## src/rtl/add_8bit_opseq.sv

```systemverilog
// Operand sequencer and result capture around the combinational ADD_8bit adder.
// Optional carry capture enabled by defining ADD8_OPSEQ_CARRY_EN.
module add_8bit_opseq #(
    parameter int unsigned W = 8
) (
    input  logic         clk,
    input  logic         rst_n,
    input  logic         flush,
    input  logic         in_valid,
    input  logic [W-1:0] in_data,
    output logic         in_ready,
    output logic [W-1:0] add_a,
    output logic [W-1:0] add_b,
    input  logic [W-1:0] add_result,
    output logic         out_valid,
    input  logic         out_ready,
    output logic [W-1:0] out_data,
    output logic         out_carry,
    output logic [7:0]   op_count
);

    localparam int unsigned CNT_W = 8;

    typedef enum logic [1:0] {
        S_A    = 2'd0,
        S_B    = 2'd1,
        S_EXEC = 2'd2,
        S_OUT  = 2'd3
    } state_t;

    state_t state, state_nxt;
    logic   ld_a, ld_b, cap, acc;
    logic   in_ready_nxt, out_valid_nxt;

    always_ff @(posedge clk or negedge rst_n) begin
        if (!rst_n) begin
            state <= S_A;
        end else begin
            state <= state_nxt;
        end
    end

    // Next state and per-cycle enables; flush overrides every transition.
    always_comb begin
        state_nxt     = state;
        ld_a          = 1'b0;
        ld_b          = 1'b0;
        cap           = 1'b0;
        acc           = 1'b0;
        case (state)
            S_A: begin
                if (in_valid) begin
                    ld_a      = 1'b1;
                    state_nxt = S_B;
                end
            end
            S_B: begin
                if (in_valid) begin
                    ld_b      = 1'b1;
                    state_nxt = S_EXEC;
                end
            end
            S_EXEC: begin
                cap       = 1'b1;
                state_nxt = S_OUT;
            end
            S_OUT: begin
                if (out_ready) begin
                    acc       = 1'b1;
                    state_nxt = S_A;
                end
            end
            default: state_nxt = S_A;
        endcase
        if (flush) begin
            state_nxt = S_A;
            ld_a      = 1'b0;
            ld_b      = 1'b0;
            cap       = 1'b0;
            acc       = 1'b0;
        end
        in_ready_nxt  = (state_nxt == S_A) || (state_nxt == S_B);
        out_valid_nxt = (state_nxt == S_OUT);
    end

    // Handshake flags are flopped copies of the next-state decode.
    always_ff @(posedge clk or negedge rst_n) begin
        if (!rst_n) begin
            in_ready  <= 1'b1;
            out_valid <= 1'b0;
        end else begin
            in_ready  <= in_ready_nxt;
            out_valid <= out_valid_nxt;
        end
    end

    always_ff @(posedge clk or negedge rst_n) begin
        if (!rst_n) begin
            add_a    <= '0;
            add_b    <= '0;
            out_data <= '0;
            op_count <= '0;
        end else begin
            if (ld_a) add_a <= in_data;
            if (ld_b) add_b <= in_data;
            if (cap)  out_data <= add_result;
            if (acc)  op_count <= op_count + CNT_W'(1);
        end
    end

`ifdef ADD8_OPSEQ_CARRY_EN
    // A wrapped 8-bit sum is smaller than either operand.
    logic carry_c;
    assign carry_c = (add_result < add_a);

    always_ff @(posedge clk or negedge rst_n) begin
        if (!rst_n) begin
            out_carry <= 1'b0;
        end else if (cap) begin
            out_carry <= carry_c;
        end
    end
`else
    assign out_carry = 1'b0;
`endif

endmodule
```

## config.mk

```make
export PLATFORM = sky130hd
export DESIGN_NAME = add_8bit_opseq
export DESIGN_NICKNAME = d
export VERILOG_FILES = /design/src/rtl/add_8bit_opseq.sv
export SDC_FILE = /design/constraint.sdc
export NUM_CORES = 1
export LEC_CHECK = 0
export CAP_MARGIN = 5
export CORE_MARGIN = 5
export CORE_UTILIZATION = 48
export CTS_BUF_LIST = sky130_fd_sc_hd__clkbuf_2 sky130_fd_sc_hd__clkbuf_4 sky130_fd_sc_hd__clkbuf_8
export CTS_CLUSTER_SIZE = 30
export DETAILED_ROUTE_END_ITERATION = 10
export PLACE_DENSITY = 0.86
export SLEW_MARGIN = 20
export SYNTH_ARGS = -nofsm -noshare
export SYNTH_HDL_FRONTEND = slang
export SYNTH_SLANG_ARGS = --single-unit
export TNS_END_PERCENT = 5
```

## constraint.sdc

```tcl
create_clock -name clk -period 2.3 [get_ports clk]
set_input_delay 0.69 -clock clk [delete_from_list [all_inputs] [get_ports clk]]
set_output_delay 0.69 -clock clk [all_outputs]
set_load 0.005 [all_outputs]
```

==> flow_summary.yaml, run 1 <==
setup_path:
  cpLargestDelayFamily: "flip-flops"
  worst_path_largest_cell_delay_ns: 0.53
  worstReg2RegStart: "state[0]"
  r2r_setup_slack_ns: 0.75
  timing.critical_path.from_type: "register"
  worstPathMaxFanout: 1
  worst_setup_path_category: "register to output pin"
  setup.worst_path.start: "in_ready"
  crit_path_top_delay_cell: "sky130_fd_sc_hd__dfstp_2"
  timing.critical_path.cells: "clkdlybuf4s50_1"
  crit_path_end_kind: "output pin"
  worstPathBufferInverterCount: 1
  worst-endpoint-required_ns: 1.61
  critical_path_arrival_ns: 1.35
power_and_ir_drop:
  p_int_w: 0.00135
  sw_frac_of_total: 0.250
  ir_drop_mv: 0.480
  power.density_cell_area_nw_per_um2: 851
  power_frac_comb: 0.309
  power.leakage_nw: 0.897
  sequentialPowerShare: 0.485
  net-switching-power_w: 0.000451
  share_clk_of_total_power: 0.206
sta:
  worst_hold_slack_after_final_layout_ns: 0.485
  worst_slack_ns: 0.264
  finalCriticalPeriod_ns: 2.04
  final-max-slew-violation-count: 0
  report.final.hold_viol_count: 0
  setup-violations-final: 0
  finalCritPeriodShare: 0.885
  setup_repair_after_global_routing_missed_its_margin: "false"
  relative_slew_margins: 0.633
  clock_skew_ns: 0.00682
  fin_tns_setup_ns: 0
  timing_worst_slew_pin_value_ns: 0.549
  clock.fmax_ghz: 0.491
clock_tree:
  post_cts_resize_count: 0
  postCtsHoldBufs: 0
  clockRootBuffer: "sky130_fd_sc_hd__clkbuf_4"
  clock_transition_at_the_registers_of_the_reported_paths_ns: 0.10
  cts_tree: "done"
  numCtsBuffers: 5
  cts.sink_count: 36
  clk_path_buf_depth: 2
  setup_buffers_after_cts: 0
  cts.htree.levels: 2
  clk-insertion-delay-late_ns: 0.34
synthesis:
  synth.lib_cells_used.distinct: 24
  synth_top_flop_cell: "sky130_fd_sc_hd__dfrtp_1"
  postSynth.asyncResetShare: 1.00
  synth_nets: 121
  ys.warnings.count: 0
  fraction_of_synthesized_cell_area_taken_by_the_top_area_cell_type: 0.598
  synth_area_leader_cell: "sky130_fd_sc_hd__dfrtp_1"
  syn-mean-instance-area_sq_um: 14.8
  synth_edf_count: 0
  synth_top_cells_by_area: "sky130_fd_sc_hd__dfrtp_1, sky130_fd_sc_hd__mux2_2, sky130_fd_sc_hd__xnor2_1"
  synth_cells: 99
  post_synthesis_instance_area_sq_um: 1470
  synth.yosys.seq_area_share: 0.616
  synth_seq_cells: 36
route:
  vias: 995
  detailedRoute.firstIterationViolations: 16
  routed_via_density: 5.16
  wire_per_inst_microns: 17.4
  finalWirelength_microns: 3360
  ant_nets: 0
  dr.pass1.iters: 4
  drt_drc_violations_left: 0
finish:
  layout_common_cells: "sky130_fd_sc_hd__clkdlybuf4s50_1, sky130_fd_sc_hd__dfrtp_1, sky130_fd_sc_hd__mux2_2"
  number_of_antenna_diodes: 0
  mostFrequentLayoutCell: "sky130_fd_sc_hd__clkdlybuf4s50_1"
  multiInputGateArea_sq_um: 533
  synthToLayoutAreaGrowth_pct: 44.6
  final_core_utilization: 0.711
  area.sequential_sq_um: 902
  filler_cell_count: 233
  final_layout_size_suffix_gt1_frac: 0.256
  fin_nets: 181
grt:
  grt_first_pass_wirelength_microns: 5620
  globalRouteTotalUtil: 0.177
  initial_antenna_violation_count: 0
  overflow: 0
  largest_net_degree_at_the_start_of_global_routing: 28
  via_count_of_the_first_global_routing_pass: 1140
die:
  floorplan.die.height_microns: 65.3
  die_w_microns: 65.3
  core_area_sq_um: 2980
  die_area_sq_um: 4260
  fp-row-count: 20
  initial_utilization: 0.492
  floorplan.io_pins: 56
worst_hold_path:
  min_from: "op_count[7]"
  holdCritPathClass: "register to register"
place:
  worst_setup_slack_post_dpl_ns: 0.0828
  buffer_ports.inserted: 54
  routability_congestion_estimate: 0.800
outcome:
  run_status: "completed"
job:
  max_cap_violations: 0
==> stage by stage <==
stage / instances / instance area, sq um / power, W
3_3_place_gp: 185 / 2050 / 0.00142
4_1_cts: 193 / 2120 / 0.00183
5_1_grt: 193 / 2120 / 0.00192
3_5_place_dp: 185 / 2050 / 0.00146
2_1_floorplan: 99 / 1470 / 0.00105
6_report: 193 / 2120 / 0.00180
==> path summary, 6_finish.rpt <==
kind | endpoint | cells past startpoint
max | in_ready | 1
min | op_count[7] | 1
max reg2reg | add_b[2] | 3
min reg2reg | op_count[7] | 1
max in group asynchronous | add_b[2] | 2
min in group asynchronous | out_data[1] | 1
==> cells in the mapped netlist (2+ instances only) <==
library cell               n
sky130_fd_sc_hd__dfrtp_1  35
sky130_fd_sc_hd__nand3_1   3
sky130_fd_sc_hd__buf_4     4
sky130_fd_sc_hd__nor2_4    2
sky130_fd_sc_hd__a21oi_1   2
sky130_fd_sc_hd__nand4_1   2
sky130_fd_sc_hd__xnor2_1   6
sky130_fd_sc_hd__mux2_2   25
sky130_fd_sc_hd__nand2_1   5
==> layer usage <==
metal,up-vias,part of all wire,track usage,wire (microns)
met1,484,0.39,0.198,1310
met5,-,0,0,0
met2,45,0.52,0.302,1740
met4,0,0.0074,0.0544,25
li1,463,-,-,-
met3,3,0.082,0.0803,276
==> logic make-up (layout without fill, tap and decap cells) <==
kind of cell / Yosys count / count (layout) / synth area share
mux: 25 / 25 / 0.192
xor+xnor: 7 / 7 / 0.0418
fa+ha+maj: 1 / 1 / 0.00854
flops: 36 / 36 / 0.616
buf+inv: 4 / 65 / 0.0205
simple gates: 21 / 21 / 0.102
other cells: 1 / 1 / 0.00256
compound gates: 4 / 4 / 0.0171
==> flip-flops by register name (all words and copies together) (netlist names) <==
name,cells
op_count,8
add_b,8
in_ready,1
out_valid,1
out_data,8
state,2
add_a,8
==> cell type report <==
cell class / instances / share of cell area
Sequential cell: 36 / 0.426
Timing Repair Buffer: 57 / 0.272
Multi-Input combinational cell: 59 / 0.252
Clock buffer: 8 / 0.0313
Tap cell: 33 / 0.0195
==> power groups by stage <==
stage / registers, W / logic (W) / clock network, W
after floorplan: 0.000884 / 0.000166 / 0
after global placement: 0.000874 / 0.000543 / 0
after detailed placement: 0.000889 / 0.000566 / 0
after CTS: 0.000877 / 0.000569 / 0.000389
after global routing: 0.000898 / 0.000599 / 0.000426
final: 0.000875 / 0.000556 / 0.000371
(Power assumes the default switching activity.)
==> run 2, diff against run 1 <==
--- a/config.mk
+++ b/config.mk
@@ -11,6 +11,7 @@
 export CTS_BUF_LIST = sky130_fd_sc_hd__clkbuf_2 sky130_fd_sc_hd__clkbuf_4 sky130_fd_sc_hd__clkbuf_8
 export CTS_CLUSTER_SIZE = 30
 export DETAILED_ROUTE_END_ITERATION = 10
+export HOLD_SLACK_MARGIN = 0.05
 export PLACE_DENSITY = 0.86
 export SLEW_MARGIN = 20
 export SYNTH_ARGS = -nofsm -noshare
==> results of run 2 <==
Same layout as run 1: the final DEF is identical, and so are final timing and power.
